**config.mk**
```make
export PLATFORM = sky130hd
export DESIGN_NAME = nes_pad_responder_flat
export DESIGN_NICKNAME = d
export VERILOG_FILES = /design/src/rtl/nes_pad_responder_if.sv /design/src/rtl/nes_pad_responder.sv /design/src/flat_wrapper.sv
export SDC_FILE = /design/constraint.sdc
export NUM_CORES = 1
export LEC_CHECK = 0
export CORE_MARGIN = 5
export CORE_UTILIZATION = 46
export DETAILED_ROUTE_END_ITERATION = 7
export GPL_ROUTABILITY_DRIVEN = 0
export SLEW_MARGIN = 40
export SYNTH_ARGS = -nofsm -noshare
export SYNTH_HDL_FRONTEND = slang
export SYNTH_SLANG_ARGS = --single-unit
```
**constraint.sdc**
```tcl
create_clock -name clk -period 4.2 [get_ports clk]
set_input_delay 0.84 -clock clk [delete_from_list [all_inputs] [get_ports clk]]
set_output_delay 0.84 -clock clk [all_outputs]
set_load 0.005 [all_outputs]
```
**src/rtl/nes_pad_responder_if.sv**
```systemverilog
// -----------------------------------------------------------------------------
// nes_pad_responder_if
//   Three-wire NES/SNES pad bus between a console-side host and a pad.
//
//   nes_latch_in  host -> pad  latch strobe, active-high, asynchronous to clk
//   nes_clk_in    host -> pad  shift clock, pad shifts on its rising edge
//   nes_data_out  pad -> host  serial button data, active-low (0 = pressed)
//
//   Modports:
//     master : the host side (drives latch and clock, samples data)
//     slave  : the pad side  (samples latch and clock, drives data)
// -----------------------------------------------------------------------------
interface nes_pad_responder_if;
  logic nes_latch_in;
  logic nes_clk_in;
  logic nes_data_out;

  modport master (
    output nes_latch_in,
    output nes_clk_in,
    input  nes_data_out
  );

  modport slave (
    input  nes_latch_in,
    input  nes_clk_in,
    output nes_data_out
  );
endinterface

```
**src/rtl/nes_pad_responder.sv**
```systemverilog
// -----------------------------------------------------------------------------
// nes_pad_responder
//   Pad-side end of the NES serial pad protocol. Emulates a 4021-style shift
//   register pad: a latch pulse loads the buttons, each host clock rise shifts
//   the next button onto the active-low serial line.
//
//   Host latch/clock are asynchronous; each passes through SYNC_STAGES flops
//   and one edge-detect flop. Edges are acted on one cycle after detection,
//   so a pin edge reaches nes_data_out SYNC_STAGES+1 clk cycles later.
//
//   Build option: define NES_PAD_SNES_EN for SNES mode (12 buttons, 16-bit
//   frame, bits 12-15 shift out as released, bit_idx saturates at 16 and is
//   therefore 5 bits wide). Undefined: 8-button NES frame.
//
//   Ports:
//     clk          system clock
//     rst_n        asynchronous active-low reset
//     buttons      active-high pressed
//                  NES : [0]A [1]B [2]Select [3]Start [4]Up [5]Down [6]Left [7]Right
//                  SNES: [0]B [1]Y [2]Select [3]Start [4]Up [5]Down [6]Left [7]Right
//                        [8]A [9]X [10]L [11]R
//     pad          slave side of the pad bus (latch, clock in; data out)
//     poll_strobe  one-cycle pulse when the synchronized latch falls in LOAD
//     bit_idx      bits shifted since the last load, saturating at frame size
//     host_active  a latch rise was seen within the last TIMEOUT_CYCLES cycles
// -----------------------------------------------------------------------------
module nes_pad_responder #(
  parameter int SYNC_STAGES    = 2,        // min 2
  parameter int TIMEOUT_CYCLES = 1000000   // must fit in 24 bits
) (
  input  logic                      clk,
  input  logic                      rst_n,
`ifdef NES_PAD_SNES_EN
  input  logic [11:0]               buttons,
`else
  input  logic [7:0]                buttons,
`endif
  nes_pad_responder_if.slave        pad,
  output logic                      poll_strobe,
`ifdef NES_PAD_SNES_EN
  output logic [4:0]                bit_idx,
`else
  output logic [3:0]                bit_idx,
`endif
  output logic                      host_active
);

`ifdef NES_PAD_SNES_EN
  localparam int FRAME_BITS = 16;
  localparam int IDX_W      = 5;
`else
  localparam int FRAME_BITS = 8;
  localparam int IDX_W      = 4;
`endif

  localparam logic [23:0]      TIMEOUT_VAL = 24'(TIMEOUT_CYCLES);
  localparam logic [IDX_W-1:0] IDX_LAST    = IDX_W'(FRAME_BITS - 1);
  localparam logic [IDX_W-1:0] IDX_ONE     = IDX_W'(1);

  typedef enum logic [1:0] {ST_IDLE, ST_LOAD, ST_SHIFT, ST_DONE} state_e;

  state_e                 state_q, state_d;
  logic [SYNC_STAGES-1:0] latch_sync_q, latch_sync_d;
  logic [SYNC_STAGES-1:0] sclk_sync_q, sclk_sync_d;
  logic                   latch_prev_q, latch_prev_d;
  logic                   sclk_prev_q, sclk_prev_d;
  logic [FRAME_BITS-1:0]  shreg_q, shreg_d;
  logic [IDX_W-1:0]       bit_idx_q, bit_idx_d;
  logic [23:0]            tmo_cnt_q, tmo_cnt_d;
  logic                   data_q, data_d;
  logic                   poll_q, poll_d;
  logic                   active_q, active_d;

  logic                   latch_rise, latch_fall, sclk_rise;
  logic                   timeout_now, shift_en;
  logic [FRAME_BITS-1:0]  load_val;

  // Unused SNES positions load as released so they shift out as 1.
`ifdef NES_PAD_SNES_EN
  assign load_val = {4'b0000, buttons};
`else
  assign load_val = buttons;
`endif

  // ---------------------------------------------------------------------------
  // State register: every flop of the block lives here.
  // ---------------------------------------------------------------------------
  // NOTE: clocked state is written with non-blocking assignments so every flop
  // samples its _d from the same pre-edge values, independent of statement order.
  always_ff @(posedge clk or negedge rst_n) begin
    if (!rst_n) begin
      state_q      <= ST_IDLE;
      latch_sync_q <= '0;
      sclk_sync_q  <= '0;
      latch_prev_q <= 1'b0;
      sclk_prev_q  <= 1'b0;
      shreg_q      <= '0;
      bit_idx_q    <= '0;
      tmo_cnt_q    <= '0;
      data_q       <= 1'b1;
      poll_q       <= 1'b0;
      active_q     <= 1'b0;
    end else begin
      state_q      <= state_d;
      latch_sync_q <= latch_sync_d;
      sclk_sync_q  <= sclk_sync_d;
      latch_prev_q <= latch_prev_d;
      sclk_prev_q  <= sclk_prev_d;
      shreg_q      <= shreg_d;
      bit_idx_q    <= bit_idx_d;
      tmo_cnt_q    <= tmo_cnt_d;
      data_q       <= data_d;
      poll_q       <= poll_d;
      active_q     <= active_d;
    end
  end

  // ---------------------------------------------------------------------------
  // Input conditioning, edge detection and the host-activity timeout.
  // ---------------------------------------------------------------------------
  always_comb begin
    latch_sync_d = {latch_sync_q[SYNC_STAGES-2:0], pad.nes_latch_in};
    sclk_sync_d  = {sclk_sync_q[SYNC_STAGES-2:0], pad.nes_clk_in};
    latch_prev_d = latch_sync_q[SYNC_STAGES-1];
    sclk_prev_d  = sclk_sync_q[SYNC_STAGES-1];

    latch_rise =  latch_sync_q[SYNC_STAGES-1] & ~latch_prev_q;
    latch_fall = ~latch_sync_q[SYNC_STAGES-1] &  latch_prev_q;
    sclk_rise  =  sclk_sync_q[SYNC_STAGES-1]  & ~sclk_prev_q;

    // Counter saturates, so once expired timeout_now holds the FSM in IDLE
    // until the next latch rise clears it.
    if (latch_rise)                    tmo_cnt_d = '0;
    else if (tmo_cnt_q == TIMEOUT_VAL) tmo_cnt_d = tmo_cnt_q;
    else                               tmo_cnt_d = tmo_cnt_q + 24'd1;

    timeout_now = !latch_rise && (tmo_cnt_d == TIMEOUT_VAL);
  end

  // ---------------------------------------------------------------------------
  // Next-state logic. A latch rise wins over everything, including a host
  // clock rise in the same cycle and an expiring timeout.
  // ---------------------------------------------------------------------------
  always_comb begin
    // NOTE: every combinational output gets a default first, so no path leaves
    // it unassigned and no latch is inferred.
    state_d = state_q;
    if (latch_rise) begin
      state_d = ST_LOAD;
    end else if (timeout_now) begin
      state_d = ST_IDLE;
    end else begin
      case (state_q)
        ST_LOAD:  if (latch_fall) state_d = ST_SHIFT;
        ST_SHIFT: if (sclk_rise && (bit_idx_q == IDX_LAST)) state_d = ST_DONE;
        default:  state_d = state_q;   // IDLE and DONE ignore host clocks
      endcase
    end
  end

  // ---------------------------------------------------------------------------
  // Output / datapath logic, all registered. The serial line value is derived
  // from the state being entered, so it changes on the same edge as the FSM.
  // ---------------------------------------------------------------------------
  always_comb begin
    shift_en  = (state_q == ST_SHIFT) && sclk_rise &&
                ((state_d == ST_SHIFT) || (state_d == ST_DONE));
    shreg_d   = shreg_q;
    bit_idx_d = bit_idx_q;

    if (state_d == ST_LOAD) begin
      // Transparent load: follows buttons every cycle while the latch is high.
      shreg_d   = load_val;
      bit_idx_d = '0;
    end else if (shift_en) begin
      shreg_d   = {1'b0, shreg_q[FRAME_BITS-1:1]};
      bit_idx_d = bit_idx_q + IDX_ONE;
    end

    case (state_d)
      ST_IDLE:  data_d = 1'b1;
      ST_LOAD:  data_d = ~load_val[0];
      ST_SHIFT: data_d = ~shreg_d[0];
      default:  data_d = 1'b0;          // DONE: grounded serial input reads as pressed
    endcase

    poll_d = (state_q == ST_LOAD) && (state_d == ST_SHIFT);

    if (latch_rise)       active_d = 1'b1;
    else if (timeout_now) active_d = 1'b0;
    else                  active_d = active_q;
  end

  assign pad.nes_data_out = data_q;
  assign poll_strobe      = poll_q;
  assign bit_idx          = bit_idx_q;
  assign host_active      = active_q;

endmodule

```
**src/flat_wrapper.sv**
```systemverilog
// flat-port wrapper written by rule: the top's interface ports become plain ports
module nes_pad_responder_flat 
#(
  parameter int SYNC_STAGES    = 2,                
  parameter int TIMEOUT_CYCLES = 1000000                         
)
  (clk, rst_n, buttons, poll_strobe, bit_idx, host_active, pad_nes_latch_in, pad_nes_clk_in, pad_nes_data_out);
  nes_pad_responder_if pad_i ();
  input  logic clk;
  input  logic rst_n;
  input  logic [7:0] buttons;
  output logic poll_strobe;
  output logic [3:0] bit_idx;
  output logic host_active;
  input wire logic [$bits(pad_i.nes_latch_in)-1:0] pad_nes_latch_in;
  input wire logic [$bits(pad_i.nes_clk_in)-1:0] pad_nes_clk_in;
  output wire logic [$bits(pad_i.nes_data_out)-1:0] pad_nes_data_out;
  assign pad_i.nes_latch_in = pad_nes_latch_in;
  assign pad_i.nes_clk_in = pad_nes_clk_in;
  assign pad_nes_data_out = pad_i.nes_data_out;
  nes_pad_responder #(.SYNC_STAGES(SYNC_STAGES), .TIMEOUT_CYCLES(TIMEOUT_CYCLES)) u_core (.clk(clk), .rst_n(rst_n), .buttons(buttons), .pad(pad_i), .poll_strobe(poll_strobe), .bit_idx(bit_idx), .host_active(host_active));
endmodule
```
### Yosys cells after proc, flatten, opt, wreduce, memory -nomap -nowiden

Cells that the tools add are included.

| storage, ports and cells | value |
|---|---|
| register bits after elaboration | 47 |
| bits of input ports | 12 |
| output and inout bits | 7 |
| logic and storage cells | 54 |

| operators by class | value |
|---|---|
| $add $sub $neg | 2 |
| equality and inequality tests | 8 |
| multiplexer cells | 14 |
| bitwise logic cells | 8 |
| reduce and logical (&&, ||, !) cells | 10 |

Operators by type and width:

| operator | count |
|---|---|
| 24-bit by 20-bit == test with 1-bit output, second input constant | 2 |
| 24-bit 2-to-1 mux | 2 |
| 24-bit by 1-bit adder with 24-bit output, second input constant | 1 |
| 8-bit 2-to-1 mux | 2 |
| 2-bit 2-to-1 mux | 4 |
| 4-bit 2-to-1 mux | 2 |
| 2-bit == test, second input constant | 3 |
| 1-bit logical AND | 5 |
| 1-bit inverter | 5 |
| 4-bit by 1-bit adder with 4-bit output, second input constant | 1 |
| 2-bit by 1-bit == test with 1-bit output, second input constant | 2 |
| 4-bit by 3-bit == test with 1-bit output, second input constant | 1 |
| 2-bit case mux with 2 select lines | 1 |
| 2-bit nonzero test | 2 |
| 1-bit bitwise AND | 3 |
| 1-bit case mux with 3 select lines | 1 |
| 2-bit logical NOT | 1 |
| 1-bit 2-to-1 mux | 2 |
| 1-bit logical NOT | 1 |
| 1-bit logical OR | 1 |

### Longest topological paths before layout

Gate-level depths: netlist of run 1.

| logic depth | value |
|---|---|
| depth after elaboration | 14 |
| mapped depth | 12 |
| mapped depth without buffers | 11 |

### Worst setup path after synthesis of run 1

OpenSTA, ideal clock, no wires.

| timing | value |
|---|---|
| kind | register to register |
| start point | register u_core.tmo_cnt_q[1] |
| end point | register u_core.shreg_q[2] |
| setup time | 0.080 ns |
| data arrival time | 2.836 ns |
| path slack | 1.284 ns |
| cell stages (with the launch flop) | 13 |
| buffers on the path | 3 |
| clock period less this slack | 2.916 ns |
| cell sequence | dfrtp_1 > ha_1 > nand3_1 > clkbuf_1 > nor4_1 > a31o_2 > and3_1 > nand4_1 > or3_1 > buf_2 > and3_4 > buf_6 > o211ai_2 |

| between the ends | value |
|---|---|
| longest elaborated chain between the ends | 11 |
| elaborated cells between the ends (all ways) | 15 |
| those cells by class | add/sub (1); eq/ne (5); mux (5); reduce/logical (4) |

Ends and longest elaborated chain:

| what | RTL line | text |
|---|---|---|
| start: declaration | nes_pad_responder.sv:69 | `logic [23:0] tmo_cnt_q, tmo_cnt_d;` |
| start signal: assignment | nes_pad_responder.sv:111 | `tmo_cnt_q <= tmo_cnt_d;` |
| 24-bit by 1-bit adder with 24-bit output or 24-bit by 20-bit == test with 1-bit output (tied branches) | nes_pad_responder.sv:135, nes_pad_responder.sv:134 |  |
| 24-bit 2-to-1 mux (*) | nes_pad_responder.sv:134 | `else if (tmo_cnt_q == TIMEOUT_VAL) tmo_cnt_d = tmo_cnt_q;` |
| 24-bit 2-to-1 mux (*) | nes_pad_responder.sv:133 | `if (latch_rise) tmo_cnt_d = '0;` |
| 24-bit by 20-bit == test with 1-bit output (*) | nes_pad_responder.sv:137 | `timeout_now = !latch_rise && (tmo_cnt_d == TIMEOUT_VAL);` |
| 1-bit logical AND (*) | nes_pad_responder.sv:137 |  |
| 2-bit 2-to-1 mux (*) | nes_pad_responder.sv:150 | `end else if (timeout_now) begin` |
| 2-bit 2-to-1 mux (*) | nes_pad_responder.sv:148 | `if (latch_rise) begin` |
| 2-bit == test | nes_pad_responder.sv:167 | `((state_d == ST_SHIFT) \|\| (state_d == ST_DONE));` |
| 1-bit logical OR | nes_pad_responder.sv:167 |  |
| 1-bit logical AND | nes_pad_responder.sv:166 | `shift_en = (state_q == ST_SHIFT) && sclk_rise &&` |
| 2-bit nonzero test (no source line) | - |  |
| end signal: assignment | nes_pad_responder.sv:109 | `shreg_q <= shreg_d;` |
| end: declaration | nes_pad_responder.sv:67 | `logic [FRAME_BITS-1:0] shreg_q, shreg_d;` |

Mark *: on every way between the ends. The rest lies on a longest branch, timed or not.
A chain may end at the register's enable or synchronous reset.

### Worst setup path in the final report of run 1

| timing | value |
|---|---|
| start point | register u_core.tmo_cnt_q[1] |
| end point | register u_core.bit_idx_q[3] (netlist: u_core.bit_idx[3]) |

| between the ends | value |
|---|---|
| longest elaborated chain between the ends | 11 |
| elaborated cells between the ends (all ways) | 15 |
| those cells by class | add/sub (1); eq/ne (5); mux (5); reduce/logical (4) |

Ends and longest elaborated chain:

| what | RTL line | text |
|---|---|---|
| 24-bit by 1-bit adder with 24-bit output or 24-bit by 20-bit == test with 1-bit output (tied branches) | nes_pad_responder.sv:135, nes_pad_responder.sv:134 |  |
| 24-bit 2-to-1 mux (*) | nes_pad_responder.sv:134 |  |
| 24-bit 2-to-1 mux (*) | nes_pad_responder.sv:133 |  |
| 24-bit by 20-bit == test with 1-bit output (*) | nes_pad_responder.sv:137 |  |
| 1-bit logical AND (*) | nes_pad_responder.sv:137 |  |
| 2-bit 2-to-1 mux (*) | nes_pad_responder.sv:150 |  |
| 2-bit 2-to-1 mux (*) | nes_pad_responder.sv:148 |  |
| 2-bit == test | nes_pad_responder.sv:167 |  |
| 1-bit logical OR | nes_pad_responder.sv:167 |  |
| 1-bit logical AND | nes_pad_responder.sv:166 |  |
| 2-bit nonzero test (no source line) | - |  |
| end signal: assignment | nes_pad_responder.sv:110 | `bit_idx_q <= bit_idx_d;` |
| end: declaration | nes_pad_responder.sv:68 | `logic [IDX_W-1:0] bit_idx_q, bit_idx_d;` |

Marked as above.

==> out/results.tsv, run 1 <==
metric	value	unit
synthTopCellsByArea	dfrtp_1 43%, xnor2_1 3.3%, nand4_1 3.0%	
synth_top_cells_by_count	46 x dfrtp_1, 19 x nor2_1, 16 x nand3_1	
grt_usage	17.3	%
io_pins	19	
cts_setup_buffers	0	
nFillCells	499	
multi_input_comb_area	1380	um^2
dieArea	7460	um^2
synth_cell_types	57	
min_path_cells	0	
grt_pass1_vias	2077	
powerDensity	424	nW/um^2
hp-class	flip-flop to flip-flop	
relSlewSlack	43.9	%
synth_top_cell_by_area	dfrtp_1	
worstSkewPairLatency	0.30	ns
final_max_slew_viol_count	0	
portBuffers	18	
area_delta_synth_final	12.3	%
final.min_clock_period	3.73	ns
hold_buffers	0	
syn_area	2680	um^2
rrSetupSlack	0.47	ns
crit_type	flip-flop to flip-flop	
synth_top_area_share	42.9	%
final_area	3010	um^2
maxCapViolCount	0	
n_antenna_cell	0	
min_from	u_core.sclk_sync_q[0]$_DFF_PN0_	
wl_per_cell	16.6	um
synth_nets	297	
rsz0062_at_grt	false	
postPlaceCellArea	2900	um^2
grt_pass1_wl	10300	um
die_height	86.4	um
worstPathMaxFanout	17	
fin_nets	311	
yosys_warnings	0	
route.vias.total	2187	
drc	0	
core	5570	um^2
synth_edf_count	0	
start_kind	flip-flop	
antenna_left	0	
tightestPinTransition	0.834	ns
viasPerCell	5.98	
drive_gt1_share	11.2	%
startpoint	u_core.tmo_cnt_q[1]$_DFF_PN0_	
crit_required	4.42	ns
clkTransAtPathRegs	0.09	ns
seq_area	1180	um^2
final_hold_viol_count	0	
hpwl	4290	um
reg2reg_depth	9	
drt_first_pass_iters	4	
clock_sinks	47	
async_reset_ff_share	100	%
grt_overflow	0	
skew	0.0101	ns
whs	0.360	ns
setup_viol	0	
synthCells	279	
grt_max_degree	48	
start_util	48.1	%
critical_path_arrival	3.96	ns
p_total	1.28	mW
synth_area_per_cell	9.61	um^2
routed_wl	6090	um
cts_root_buf	clkbuf_8	
peakVddDrop	0.196	mV
die_width	86.4	um
reg2reg_from	u_core.tmo_cnt_q[1]$_DFF_PN0_	
cts_buffers	5	
crit_path_end_kind	flip-flop	
ys.flop_type	dfrtp_1	
yosysMostFrequentCell	dfrtp_1	
drt-initial-drc-count	144	
num_rows	27	
antenna_found_initial	0	
synth-seq-area-share	43.9	%
leakage	1.18	nW
clockBufferDepth	2	
status	complete, no violations	
ys_seq_elements	47	
cts_tree	yes	
fmaxAchievable	268	MHz
tns	0	ns
htreeDepth	2	
fin_crit_sh	88.9	%
ctsResizeCount	0	
cells by family (layout without fill, tap and decap cells):
| kind of cell | after synthesis | count (layout) | synth area share (%) |
|---|---|---|---|
| AOI/OAI and AO/OA | 64 | 64 | 16.7 |
| xor gates and xnor gates | 14 | 14 | 4.57 |
| adders and majority gates | 6 | 6 | 2.80 |
| muxes | 3 | 3 | 1.12 |
| and+or+nand+nor | 116 | 116 | 26.2 |
| buffers and inverters | 29 | 44 | 4.76 |
| DFF | 47 | 47 | 43.9 |
metal layers:
layer	vias to the layer above	track usage (%)	wire length, um
li1	1070	-	-
met1	1053	26.7	3090
met2	53	24.3	2550
met3	11	2.95	333
met4	0	6.09	119
met5	-	0	0
critical path, cell delays in order, from the launching register on:
cell	delay (ns)
dfrtp_1	0.42
ha_1	0.25
nand3_1	0.40
nor4_1	0.86
a31o_2	0.28
and3_1	0.14
nand4_1	0.16
or3_1	0.66
and3_4	0.33
a21oi_1	0.17
flip-flops by register name, summed over array words and instances, names as in the netlist:
| name | cells |
|---|---|
| u_core.bit_idx | 4 |
| u_core.host_active | 1 |
| u_core.latch_prev_q | 1 |
| u_core.latch_sync_q | 2 |
| u_core.pad.nes_data_out | 1 |
| u_core.poll_strobe | 1 |
| u_core.sclk_prev_q | 1 |
| u_core.sclk_sync_q | 2 |
| u_core.shreg_q | 8 |
| u_core.state_q | 2 |
| u_core.tmo_cnt_q | 24 |
cells in the final DEF, fill, tap and decap left out, types with 3 or more instances in the layout:
| master | n |
|---|---|
| a21oi_1 | 12 |
| o211ai_2 | 5 |
| xnor2_1 | 10 |
| xor2_1 | 4 |
| nor4_1 | 3 |
| inv_1 | 13 |
| mux2i_1 | 3 |
| or2_2 | 3 |
| o31ai_1 | 8 |
| nor2_1 | 19 |
| nand3_1 | 16 |
| o21ai_0 | 14 |
| o21ai_1 | 6 |
| nor2b_1 | 3 |
| nor3_1 | 6 |
| and4_1 | 4 |
| buf_4 | 4 |
| clkbuf_8 | 5 |
| and3_1 | 4 |
| nand4_1 | 13 |
| nand2_1 | 11 |
| nand2b_1 | 3 |
| ha_1 | 6 |
| clkdlybuf4s50_1 | 17 |
| or3_1 | 10 |
| or4_1 | 8 |
| dfrtp_1 | 46 |
final timing paths:
| check | endpoint |
|---|---|
| setup / recovery | u_core.bit_idx[3]$_DFFE_PN0P_ |
| hold / removal | u_core.sclk_sync_q[1]$_DFF_PN0_ |
| setup reg to reg | u_core.bit_idx[3]$_DFFE_PN0P_ |
| hold reg to reg | u_core.sclk_sync_q[1]$_DFF_PN0_ |
| max in group asynchronous | u_core.tmo_cnt_q[13]$_DFF_PN0_ |
| min in group asynchronous | u_core.tmo_cnt_q[3]$_DFF_PN0_ |
layout make-up:
class / instances / share of cell area, %
multi-input combinational: 203 / 45.7
sequential: 47 / 39.1
timing repair buffer: 22 / 6.81
tap: 72 / 2.99
clock buffer: 6 / 2.41
inverter: 14 / 1.74
clock inverter: 2 / 1.25
where the power goes:
part	internal (mW)	switching [mW]	leakage, nW
Sequential	0.526	0.0509	0.611
Combinational	0.163	0.203	0.516
Clock	0.178	0.158	0.0514
per-stage QoR:
step / util (%) / std cells / worst slack (ns)
final: 54.1 / 366 / 0.465
after global routing: 54.1 / 366 / 0.224
after CTS: 54.1 / 366 / 0.512
after detailed placement: 52.1 / 358 / 0.524
after global placement: 52.1 / 358 / 0.600
after floorplan: - / 279 / 1.28
Power figures use the tool's default switching activity.
==> run 2: changes to the inputs <==
- CORE_MARGIN: 5 -> 2
- CTS_CLUSTER_DIAMETER: not set -> 50
==> out/results.tsv, run 2 (same netlist as run 1, synthesis figures left out) <==
metric	value	unit	change
wl_per_cell	16.1	um	-3.5%
route.vias.total	2129		-2.7%
dieArea	6460	um^2	-13%
crit_path_end_kind	flip-flop		
routed_wl	5860	um	-3.8%
core	5570	um^2	unchanged
io_pins	19		unchanged
layout_common_cells	46 x dfrtp_1, 19 x nor2_1, 17 x clkdlybuf4s50_1		
startpoint	u_core.tmo_cnt_q[1]$_DFF_PN0_		
ctsResizeCount	0		unchanged
start_kind	flip-flop		
crit_type	flip-flop to flip-flop		
cp_slowest_cell	nor4_1		
cts_buffers	5		unchanged
fin_crit_sh	86.8	%	-2.1 points
n_antenna_cell	0		unchanged
setup_ws	0.555	ns	+0.0892 ns
grt_pass1_vias	2085		+0.39%
critPathTopFamily	simple AND/OR/NAND/NOR gates		
regMostFlops	u_core.tmo_cnt_q		
final.min_clock_period	3.65	ns	-0.0892 ns
worstPathMaxFanout	17		unchanged
utilization	54.4	%	+0.31 points
clkTransAtPathRegs	0.09	ns	about the same
relSlewSlack	47.7	%	+3.8 points
leakage	1.19	nW	+0.85%
final_hold_viol_count	0		unchanged
num_rows	27		unchanged
grt_usage	20.2	%	+2.8 points
min_path_cells	0		unchanged
drt-initial-drc-count	163		+13%
worstHoldEndpoint	u_core.latch_sync_q[1]$_DFF_PN0_		
drc	0		unchanged
min_from	u_core.latch_sync_q[0]$_DFF_PN0_		
pre_cts_slack	0.621	ns	+0.0965 ns
htreeDepth	2		unchanged
antenna_left	0		unchanged
cts_root_buf	clkbuf_8		
cts_tree	yes		
area_delta_synth_final	13.0	%	
cp_num_buf_inv	0		unchanged
antenna_found_initial	0		unchanged
setup_viol	0		unchanged
maxCapViolCount	0		unchanged
portBuffers	18		unchanged
worstSkewPairLatency	0.30	ns	about the same
tns	0	ns	unchanged
cts_setup_buffers	0		unchanged
fin_nets	310		-0.32%
critical_path_arrival	3.87	ns	-0.09 ns
powerDensity	439	nW/um^2	+3.3%
drive_gt1_share	10.9	%	-0.30 points
largest_register_ffs	24		unchanged
clockBufferDepth	2		unchanged
fmaxAchievable	274	MHz	+2.4%
crit_chain	ha_1 -> nand3_1 -> nor4_1 -> a31o_2 -> and3_1 -> nand4_1 -> or3_1 -> and3_4 -> o211ai_1		
rrSetupSlack	0.55	ns	+0.09 ns
crit_required	4.42	ns	about the same
status	complete, no violations		
grt_overflow	0		unchanged
grt_max_degree	48		unchanged
die_height	80.4	um	-6.9%
reg2reg_from	u_core.tmo_cnt_q[1]$_DFF_PN0_		
tightestPinTransition	0.778	ns	-0.0569 ns
start_util	48.1	%	unchanged
reg2reg_depth	9		unchanged
hp-class	flip-flop to flip-flop		
rsz0062_at_grt	false		
clock_sinks	47		unchanged
grt_pass1_wl	10200	um	-1.6%
drt_first_pass_iters	4		unchanged
worst_r2r_endpoint	u_core.shreg_q[1]$_DFFE_PN0P_		
max_stage_delay	0.81	ns	-0.05 ns
peakVddDrop	0.242	mV	+23%
skew	0.0121	ns	+0.00201 ns
final_common_cell	dfrtp_1		
final_max_slew_viol_count	0		unchanged
hpwl	4130	um	-3.7%
viasPerCell	5.83		-2.4%
hold_buffers	0		unchanged
die_width	80.4	um	-6.9%
run 2: stage by stage:
stage | std cells | hold slack, ns | total power, mW | area [um^2]
after floorplan | 279 | 0.331 | 0.855 | 2680
final | 365 | 0.356 | 1.33 | 3030
after detailed placement | 357 | 0.335 | 0.949 | 2900
after CTS | 365 | 0.355 | 1.34 | 3030
after global placement | 357 | 0.335 | 0.944 | 2900
after global routing | 365 | 0.363 | 1.43 | 3030
run 2: layout make-up:
type,instances,area (um^2)
repair buffers,21,200
multi-input cells,203,1380
clock buffers,6,72.6
inverters,14,52.6
fillers,527,2540
clock inverters,2,60.1
flip-flops and latches,47,1180
well taps,72,90.1
run 2: worst reg2reg max path: stages, from the launching register on:
cell	delay (ns)
dfrtp_1	0.43
ha_1	0.24
nand3_1	0.39
nor4_1	0.82
a31o_2	0.28
and3_1	0.14
nand4_1	0.14
or3_1	0.63
and3_4	0.32
o211ai_1	0.18
run 2: how the worst max path moves through the flow:
stage | cells after the start | slack, ns | to
2_1_floorplan | 12 | 1.28 | u_core.shreg_q[2]$_DFFE_PN0P_
3_3_place_gp | 9 | 0.61 | u_core.shreg_q[1]$_DFFE_PN0P_
3_5_place_dp | 9 | 0.62 | u_core.shreg_q[1]$_DFFE_PN0P_
4_1_cts | 9 | 0.61 | u_core.shreg_q[1]$_DFFE_PN0P_
5_1_grt | 9 | 0.31 | u_core.shreg_q[1]$_DFFE_PN0P_
6_report | 9 | 0.55 | u_core.shreg_q[1]$_DFFE_PN0P_
run 2: where the power goes:
part	total [mW]	internal [mW]	switching, mW	leakage, nW
Sequential	0.576	0.526	0.0497	0.611
Combinational	0.364	0.162	0.202	0.512
Clock	0.390	0.238	0.152	0.0654
Total	1.33	0.926	0.403	1.19
run 2: layer usage:
metal  share of wire, %  wire [um]  global-route usage, %  vias to the layer above
met5                  0          0                      0                        -
met4               0.77         45                   4.58                        0
met3                4.5        263                   3.48                        4
met2                 43       2500                   29.3                       47
met1                 52       3060                   31.2                     1009
li1                   -          -                      -                     1069
